===== config.mk =====
export PLATFORM = sky130hd
export DESIGN_NAME = edge_event_arbiter
export DESIGN_NICKNAME = d
export VERILOG_FILES = /design/src/rtl/edge_evt_pkg.sv /design/src/rtl/edge_event_arbiter_rr_arbiter.sv /design/src/rtl/edge_event_arbiter.sv
export SDC_FILE = /design/constraint.sdc
export NUM_CORES = 1
export LEC_CHECK = 0
export CORE_ASPECT_RATIO = 1.4
export CORE_MARGIN = 3
export CORE_UTILIZATION = 63
export CTS_CLUSTER_SIZE = 16
export DETAILED_ROUTE_END_ITERATION = 7
export PLACE_DENSITY = 0.85
export SLEW_MARGIN = 10
export SYNTH_ARGS = -nofsm -noshare
export SYNTH_HDL_FRONTEND = slang
export SYNTH_SLANG_ARGS = --single-unit

===== constraint.sdc =====
create_clock -name clk -period 7.6 [get_ports clk]
set_input_delay 1.52 -clock clk [delete_from_list [all_inputs] [get_ports clk]]
set_output_delay 1.52 -clock clk [all_outputs]
set_load 0.01 [all_outputs]

===== src/rtl/edge_evt_pkg.sv =====
`default_nettype none
// ============================================================================
// Module      : edge_evt_pkg
// Description : Shared types, default sizes and the round-robin pick helper
//               for the edge event arbiter.
// Revision    : 1.0 - initial release
// ============================================================================
package edge_evt_pkg;

    localparam int N_CH_DEF = 4;
    localparam int TS_W_DEF = 16;
    localparam int CH_W_DEF = $clog2(N_CH_DEF);

    // The pick helper works on the largest supported channel count.
    localparam int RR_MAX   = 16;
    localparam int RR_IDX_W = 4;

    typedef struct packed {
        logic [CH_W_DEF-1:0] ch;
        logic                rise;
        logic [TS_W_DEF-1:0] stamp;
    } evt_t;

    typedef struct packed {
        logic                found;
        logic [RR_IDX_W-1:0] idx;
    } rr_pick_t;

    // First set request at or above ptr, wrapping at n.
    function automatic rr_pick_t rr_pick(input logic [RR_MAX-1:0]   req,
                                         input logic [RR_IDX_W-1:0] ptr,
                                         input int                  n);
        rr_pick_t          res;
        logic [RR_IDX_W:0] cand;
        res.found = 1'b0;
        res.idx   = '0;
        for (int k = 0; k < RR_MAX; k++) begin
            if (k < n && !res.found) begin
                cand = {1'b0, ptr} + (RR_IDX_W+1)'(k);
                if (cand >= (RR_IDX_W+1)'(n)) begin
                    cand = cand - (RR_IDX_W+1)'(n);
                end
                if (req[cand[RR_IDX_W-1:0]]) begin
                    res.found = 1'b1;
                    res.idx   = cand[RR_IDX_W-1:0];
                end
            end
        end
        return res;
    endfunction

endpackage
`default_nettype wire


===== src/rtl/edge_event_arbiter_rr_arbiter.sv =====
`default_nettype none
// ============================================================================
// Module      : rr_arbiter
// Description : Combinational round-robin selector. Returns the first request
//               at or above the pointer (with wrap) as one-hot and index.
// Revision    : 1.0 - initial release
// ============================================================================
module rr_arbiter
    import edge_evt_pkg::*;
#(
    parameter int N_CH = 4,
    parameter int CH_W = $clog2(N_CH)
)(
    input  logic [N_CH-1:0] i_req,
    input  logic [CH_W-1:0] i_ptr,
    output logic [N_CH-1:0] o_grant,
    output logic [CH_W-1:0] o_idx,
    output logic            o_any
);

    rr_pick_t w_pick;

    // Search the widened request vector starting at the pointer.
    always_comb begin
        w_pick = rr_pick(RR_MAX'(i_req), RR_IDX_W'(i_ptr), N_CH);
    end

    assign o_any = w_pick.found;
    assign o_idx = w_pick.idx[CH_W-1:0];

    for (genvar gi = 0; gi < N_CH; gi++) begin : g_grant
        assign o_grant[gi] = w_pick.found && (w_pick.idx == RR_IDX_W'(gi));
    end

endmodule
`default_nettype wire


===== src/rtl/edge_event_arbiter.sv =====
`default_nettype none
// ============================================================================
// Module      : edge_event_arbiter
// Description : Per-channel rise/fall edge detection with sticky timestamped
//               pending events, overflow flags, and a round-robin scheduler
//               feeding one valid/ready event channel.
// Revision    : 1.0 - initial release
// ============================================================================
module edge_event_arbiter
    import edge_evt_pkg::*;
#(
    parameter int N_CH = N_CH_DEF,
    parameter int CH_W = $clog2(N_CH),
    parameter int TS_W = TS_W_DEF
)(
    input  logic            clk,
    input  logic            rst,
    input  logic [N_CH-1:0] sig_in,
    input  logic [N_CH-1:0] rise_en,
    input  logic [N_CH-1:0] fall_en,
    input  logic [N_CH-1:0] ovf_clr,
    input  logic            evt_ready,
    output logic            evt_valid,
    output logic [CH_W-1:0] evt_ch,
    output logic            evt_rise,
    output logic [TS_W-1:0] evt_stamp,
    output logic [N_CH-1:0] pend,
    output logic [N_CH-1:0] ovf
);

    typedef enum logic [0:0] {
        ST_EMPTY = 1'b0,
        ST_FULL  = 1'b1
    } state_t;

    localparam logic [CH_W-1:0] c_last_ch = CH_W'(N_CH - 1);

    state_t          r_state;
    state_t          w_state_nxt;
    logic            w_load;
    logic            w_take;

    logic [N_CH-1:0] r_prev;
    logic [N_CH-1:0] r_pend;
    logic [N_CH-1:0] r_ovf;
    logic [N_CH-1:0] r_kind;
    logic [TS_W-1:0] r_stamp [N_CH];
    logic [TS_W-1:0] r_ts;
    logic [CH_W-1:0] r_rr_ptr;
    logic [CH_W-1:0] r_evt_ch;
    logic            r_evt_rise;
    logic [TS_W-1:0] r_evt_stamp;

    logic [N_CH-1:0] w_rose;
    logic [N_CH-1:0] w_fell;
    logic [N_CH-1:0] w_edge;
    logic [N_CH-1:0] w_grant_oh;
    logic [CH_W-1:0] w_grant_idx;
    logic            w_any;
    logic [N_CH-1:0] w_clr;
    logic [N_CH-1:0] w_capture;
    logic [N_CH-1:0] w_ovf_set;
    logic [CH_W-1:0] w_rr_nxt;

    // Qualified edges against the previous sample.
    assign w_rose    = ~r_prev & sig_in & rise_en;
    assign w_fell    = r_prev & ~sig_in & fall_en;
    assign w_edge    = w_rose | w_fell;

    // A slot being granted this cycle is free for a new capture.
    assign w_take    = w_load & w_any;
    assign w_clr     = w_take ? w_grant_oh : '0;
    assign w_capture = w_edge & (~r_pend | w_clr);
    assign w_ovf_set = w_edge & r_pend & ~w_clr;
    assign w_rr_nxt  = (w_grant_idx == c_last_ch) ? '0 : w_grant_idx + 1'b1;

    rr_arbiter #(
        .N_CH (N_CH),
        .CH_W (CH_W)
    ) u_rr_arbiter (
        .i_req   (r_pend),
        .i_ptr   (r_rr_ptr),
        .o_grant (w_grant_oh),
        .o_idx   (w_grant_idx),
        .o_any   (w_any)
    );

    // Previous sample; loading the live value in reset avoids a false edge on release.
    always_ff @(posedge clk) begin
        r_prev <= sig_in;
    end

    // Free-running timestamp counter.
    always_ff @(posedge clk) begin
        if (rst) begin
            r_ts <= '0;
        end else begin
            r_ts <= r_ts + 1'b1;
        end
    end

    // Pending and overflow flags; a fresh overflow beats a clear pulse.
    always_ff @(posedge clk) begin
        if (rst) begin
            r_pend <= '0;
            r_ovf  <= '0;
        end else begin
            r_pend <= (r_pend & ~w_clr) | w_edge;
            r_ovf  <= (r_ovf & ~ovf_clr) | w_ovf_set;
        end
    end

    // Stored kind and stamp per channel; only meaningful while pending.
    always_ff @(posedge clk) begin
        for (int i = 0; i < N_CH; i++) begin
            if (w_capture[i]) begin
                r_kind[i]  <= w_rose[i];
                r_stamp[i] <= r_ts;
            end
        end
    end

    // Output stage state register.
    always_ff @(posedge clk) begin
        if (rst) begin
            r_state <= ST_EMPTY;
        end else begin
            r_state <= w_state_nxt;
        end
    end

    // Output stage loads whenever empty or the presented event is accepted.
    always_comb begin
        w_state_nxt = r_state;
        w_load      = (r_state == ST_EMPTY) || evt_ready;
        if (w_load) begin
            w_state_nxt = w_any ? ST_FULL : ST_EMPTY;
        end
    end

    // Presented event registers and round-robin pointer update on a grant.
    always_ff @(posedge clk) begin
        if (rst) begin
            r_evt_ch    <= '0;
            r_evt_rise  <= 1'b0;
            r_evt_stamp <= '0;
            r_rr_ptr    <= '0;
        end else if (w_take) begin
            r_evt_ch    <= w_grant_idx;
            r_evt_rise  <= r_kind[w_grant_idx];
            r_evt_stamp <= r_stamp[w_grant_idx];
            r_rr_ptr    <= w_rr_nxt;
        end
    end

    assign evt_valid = (r_state == ST_FULL);
    assign evt_ch    = r_evt_ch;
    assign evt_rise  = r_evt_rise;
    assign evt_stamp = r_evt_stamp;
    assign pend      = r_pend;
    assign ovf       = r_ovf;

endmodule
`default_nettype wire


Word-level counts from Yosys, hierarchy flattened
Memory sizes are Yosys's and may differ from the RTL's. A register that Yosys moved wholly into a read port is not among the register bits.
Cells that the tools add are included.
- add/sub/neg operators: 9
- $lt $le $gt $ge: 9
- equal/unequal tests: 4
- multiplexer cells: 35
- bitwise logic cells: 20
- reductions and logical operators: 6
- operators with widths (operator ; number):
    4-bit AND ; 9
    5-bit two-way mux ; 7
    4-bit two-way mux ; 8
    4-bit by 5-bit less-than comparator with 1-bit output (second input constant) ; 4
    4-bit NOT ; 5
    16-bit by 1-bit adder with 16-bit output (second input constant) ; 1
    1-bit binary-select mux with 4-bit select ; 4
    4-bit OR ; 4
    5-bit by 3-bit >= comparator with 1-bit output (second input constant) ; 3
    1-bit two-way mux ; 14
    4-bit by 3-bit subtractor with 4-bit output (second input constant) ; 3
    4-bit by 2-bit == test with 1-bit output (second input constant) ; 2
    2-bit by 2-bit adder with 3-bit output (second input constant) ; 2
    4-bit by 1-bit == test with 1-bit output (second input constant) ; 1
    1-bit logical AND ; 4
    4-bit logical NOT ; 1
    2-bit by 3-bit subtractor with 4-bit output (second input constant) ; 1
    2-bit by 1-bit adder with 3-bit output (second input constant) ; 1
    2-bit by 3-bit >= comparator with 1-bit output (second input constant) ; 1
    2-bit by 3-bit less-than comparator with 1-bit output (second input constant) ; 1
    2-bit by 1-bit adder with 2-bit output (second input constant) ; 1
    1-bit binary-select mux with 2-bit select ; 1
    2-bit == test (second input constant) ; 1
    2-bit two-way mux ; 1
    3 further kinds ; 3
- register bits: 38
- bits in writable memories: 64
- bits of input ports: 19
- logic and storage cells: 96
- memories: 1
- memories (memory ; depth ; width ; read ports ; clocked after memory_dff ; wr ports ; RTL line ; source):
    r_stamp ; 4 ; 16 ; 1 ; 1 ; 4 ; edge_event_arbiter.sv:47 ; logic [TS_W-1:0] r_stamp [N_CH];

Depth between registers and ports, before layout
- depth after elaboration: 27
- gate-level depth with buffers: 15
- mapped depth without buffers: 10

Modules after synthesis
From an unflattened synthesis, not the netlist that was laid out.
- cells, all modules: 373
- area total of the unflattened synthesis: 4954.8 um2
- by module, submodules not included (module ; instances ; cells each ; area each (um2) ; sequential area each (um2)):
    edge_event_arbiter ; 1 ; 323 ; 4490.6 ; 3042.9
    rr_arbiter ; 1 ; 50 ; 464.2 ; 0.0

Worst setup path before layout
Ideal clock, no wire load.
- path kind: reg-to-reg
- start point: register r_rr_ptr[0]
- end point: register r_kind[0] (enable)
- setup time: 393 ps
- arrival: 3819 ps
- setup slack: 3389 ps
- stages on the path, launching flop included: 14
- path buffers: 5
- clock period less this slack: 4211 ps
- path through: dfxtp_1 buf_6 inv_1 clkbuf_1 ha_1 buf_2 mux2_1 and3_4 o31a_1 buf_2 buf_2 xnor2_1 o31ai_1 nor2b_1
- cells in the longest elaborated chain, start to end: 17
- elaborated cells between the ends (all ways): 39
- those cells by class: 7 x add/sub; 4 x order compare; 23 x mux; 3 x bitwise; 2 x reduce/logical
- RTL lines (what ; RTL line ; source):
    start: declaration ; edge_event_arbiter.sv:49 ; logic [CH_W-1:0] r_rr_ptr;
    start signal: assignment ; edge_event_arbiter.sv:152 ; r_rr_ptr <= w_rr_nxt;
    2-bit by 1-bit adder with 3-bit output ; edge_evt_pkg.sv:39 ; cand = {1'b0, ptr} + (RR_IDX_W+1)'(k);
    4-bit by 3-bit subtractor with 4-bit output / 5-bit by 3-bit >= comparator with 1-bit output (equally long branches) ; edge_evt_pkg.sv:41, edge_evt_pkg.sv:40 ;
    4-bit two-way mux ; edge_evt_pkg.sv:40 ; if (cand >= (RR_IDX_W+1)'(n)) begin
    4-bit two-way mux ; edge_evt_pkg.sv:38 ; if (k < n && !res.found) begin
    1-bit binary-select mux with 4-bit select ; edge_evt_pkg.sv:43 ; if (req[cand[RR_IDX_W-1:0]]) begin
    1-bit two-way mux (not written as such) ; edge_evt_pkg.sv:43 ;
    5-bit two-way mux ; edge_evt_pkg.sv:43 ;
    5-bit two-way mux ; edge_evt_pkg.sv:38 ;
    [... 2 more ...] ; -- ;
    5-bit two-way mux ; edge_evt_pkg.sv:43 ;
    5-bit two-way mux * ; edge_evt_pkg.sv:38 ;
    4-bit logical NOT ; edge_event_arbiter_rr_arbiter.sv:32 ; assign o_grant[gi] = w_pick.found && (w_pick.idx == RR_IDX_W'(gi));
    1-bit logical AND ; edge_event_arbiter_rr_arbiter.sv:32 ;
    4-bit two-way mux * ; edge_event_arbiter.sv:72 ; assign w_clr = w_take ? w_grant_oh : '0;
    4-bit OR * ; edge_event_arbiter.sv:73 ; assign w_capture = w_edge & (~r_pend | w_clr);
    4-bit AND * ; edge_event_arbiter.sv:73 ;
    net w_capture[0] ; edge_event_arbiter.sv:61 ; logic [N_CH-1:0] w_capture;
    end signal: indexed assignment ; edge_event_arbiter.sv:117 ; r_kind[i] <= w_rose[i];
    end: declaration ; edge_event_arbiter.sv:46 ; logic [N_CH-1:0] r_kind;
The timed path passes the listed nets; every way through them passes the cells marked *. The select of a mux whose other input is x is not followed.
A chain may end at the register's enable or synchronous reset.

==> run_results.csv <==
group,metric,value,unit
clocking,cts_made_buffers,17,
global_route,grt_max_degree,69,
die,num_io_pins,47,
setup_path,endpoint_kind,"flip-flop",
global_route,globalRouteMet2Util,0.451,
global_route,top_usage_layer,"met2",
timing,max_freq,0.223,GHz
timing,slew_viol_final,0,
timing,finalHoldViolations,0,
logic_synthesis,synth_ff_type,"edfxtp_1",
clocking,hold_buffers,0,
global_route,grt_util_met3,0.0549,
setup_path,cp-start-kind,"flip-flop",
power_and_ir_drop,cellPowerDensity,371,nW/um^2
clocking,cts.sinks,118,
die,initial_core_util,0.661,
global_route,antenna_found_initial,0,
layout,final_common_cell,"edfxtp_1",
timing,whs,0.465,ns
status,status,"completed",
logic_synthesis,synth_edf_count,68,
global_route,grt_use_met1,0.334,
routing,antenna_left,0,
layout,fillers,560,
clocking,cts_tree,"built",
timing,fin_skew,0.00822,ns
hold_path,hold_depth,2,
clocking,clock_path_buffers,2,
routing,vias,4611,
timing,worst_pin_slew,1.11,ns
global_route,track_usage,0.273,
die,rows,40,
layout,stdcell_area,6820,um^2
timing,rsz0062_at_grt,"no",
logic_synthesis,ys_top_cells_by_area,"edfxtp_1 (35%), dfxtp_1 (17%), mux2i_1 (3.4%)",
clocking,cts_setup_buffers,0,
timing,fin_crit_sh,0.591,
routing,drt_iter0_markers,390,
timing,report.final.setup_viol,0,
global_route,grt-ovfl-total,0,
setup_path,reg2reg_depth,10,
layout,post-route-util,0.775,
layout,final_cell_mix,"edfxtp_1 (68), dfxtp_1 (49), clkdlybuf4s50_1 (45), nor2_1 (41), o21ai_0 (36)",
power_and_ir_drop,power.leakage,2.32,nW
logic_synthesis,synth_seq_cells,118,
timing,worst_slack,3.11,ns
place,gp_congestion,0.804,
place,dp_hpwl,8030,um
setup_path,critical_path.max_fanout,66,
layout,final_layout_size_suffix_gt1_frac,0.0998,
layout,n_antenna_cell,0,
routing,drcViolationCount,0,
die,core_area,8810,um^2
hold_path,min_path_type,"flip-flop to flip-flop",
logic_synthesis,synth_warnings,0,
power_and_ir_drop,p_total,2.53,mW
place,dp.cells,654,
routing,via_per_inst,6.72,
place,port_buffers,46,
layout,layout.cells.non_filler,686,
clocking,clk_latency,0.41,ns
place,dp_slack,3.33,ns
die,die_area,10500,um^2
timing,period_minus_slack,4.49,ns
logic_synthesis,synthCells,540,
logic_synthesis,yosys.area.top_type,"edfxtp_1",
timing,max-slew-margin-rel,0.262,
logic_synthesis,avgSynthCellArea,10.8,um^2
logic_synthesis,synth_top_cell_area_share,0.351,
place,placed_area,6270,um^2
setup_path,crit_required,7.68,ns
global_route,first_global_vias,4450,
routing,wirelength,13600,um
global_route,grt_pass1_wl,22200,um
logic_synthesis,synth_area,5830,um^2
clocking,clk_pin_slew,0.06,ns
setup_path,worstPathArrival,4.58,ns
layout,area_delta_synth_final,17.1,%
setup_path,crit_type,"flip-flop to flip-flop",
clocking,cts_resized,0,
clocking,htreeDepth,4,
job,drv_cap,0,
clocking,clock-root-buffer,"clkbuf_16",
logic_synthesis,seq_area_frac_synth,0.522,
routing,first_pass_iters,7,
timing,tns,0,ns
routing,drt-wirelength-per-cell,19.8,um
die,die_width,87.3,um
logic_synthesis,async_reset_ff_frac,0,
logic_synthesis,synth_fp_nets,566,
power_and_ir_drop,irDropWorstVdd,505,uV
logic_synthesis,netlist-cell-type-count,55,
layout,nets,594,
die,die_h,120,um
## per-layer routing
layer | part of all wire | routed length (um)
met1 | 0.38 | 5130
met2 | 0.52 | 7140
met3 | 0.068 | 928
met4 | 0.030 | 403
met5 | 0 | 0
## synth_stat cells (14+ instances only)
| library cell | number |
|---|---|
| a2111o_1 | 16 |
| clkbuf_1 | 26 |
| dfxtp_1 | 50 |
| nor2_1 | 41 |
| a31oi_1 | 21 |
| nand2b_1 | 32 |
| nand2_1 | 15 |
| mux2i_1 | 20 |
| a311o_1 | 17 |
| o21ai_0 | 36 |
| edfxtp_1 | 68 |
| a21oi_1 | 14 |
| nor3_1 | 34 |
| nand3_1 | 24 |
| a311oi_1 | 18 |
## report_power, final
part	switching, mW	leakage, nW	total [mW]	internal [mW]
Clock	0.268	0.284	0.736	0.469
Combinational	0.600	0.975	0.991	0.392
Sequential	0.0459	1.06	0.801	0.755
## worst max-delay path, cell delays in order, from the launching register on
cell and delay (ns):
dfxtp_2 0.31, buf_4 0.56, inv_1 0.14, ha_1 0.45
mux2_1 0.25, and3_4 0.23, o31a_2 0.90, xnor2_1 0.26
o31ai_1 0.52, nor2b_1 0.21, buf_4 0.29
## logic make-up after synthesis
family          synth area share
simple gates               0.162
compound gates             0.182
flops                      0.522
buf+inv                   0.0455
mux                       0.0528
xor+xnor                  0.0195
fa+ha+maj                 0.0150
## area by class of cell
cell class	count	area (um^2)	area share
sequential	118	3040	0.446
multi-input combinational	365	2520	0.369
timing repair buffer	57	538	0.0789
clock buffer	24	514	0.0754
tap	105	131	0.0193
clock inverter	8	42.5	0.00624
inverter	9	33.8	0.00495
## registers in the layout, summed over array words and instances, names as in the netlist
| register | count |
|---|---|
| evt_rise | 1 |
| r_kind | 4 |
| ovf | 4 |
| evt_stamp | 16 |
| pend | 4 |
| r_ts | 16 |
| evt_valid | 1 |
| r_rr_ptr | 2 |
| r_prev | 4 |
| evt_ch | 2 |
| r_stamp | 64 |
## worst paths after layout
kind | start | endpoint | slack [ns]
setup / recovery | r_rr_ptr[0]$_SDFFE_PP0P_ | r_stamp[0][1]$_DFFE_PP_ | 3.11
hold / removal | ovf[0]$_SDFF_PP0_ | ovf[0]$_SDFF_PP0_ | 0.46
setup reg to reg | r_rr_ptr[0]$_SDFFE_PP0P_ | r_stamp[0][1]$_DFFE_PP_ | 3.11
hold reg to reg | ovf[0]$_SDFF_PP0_ | ovf[0]$_SDFF_PP0_ | 0.46
Power figures use the tool's default switching activity.
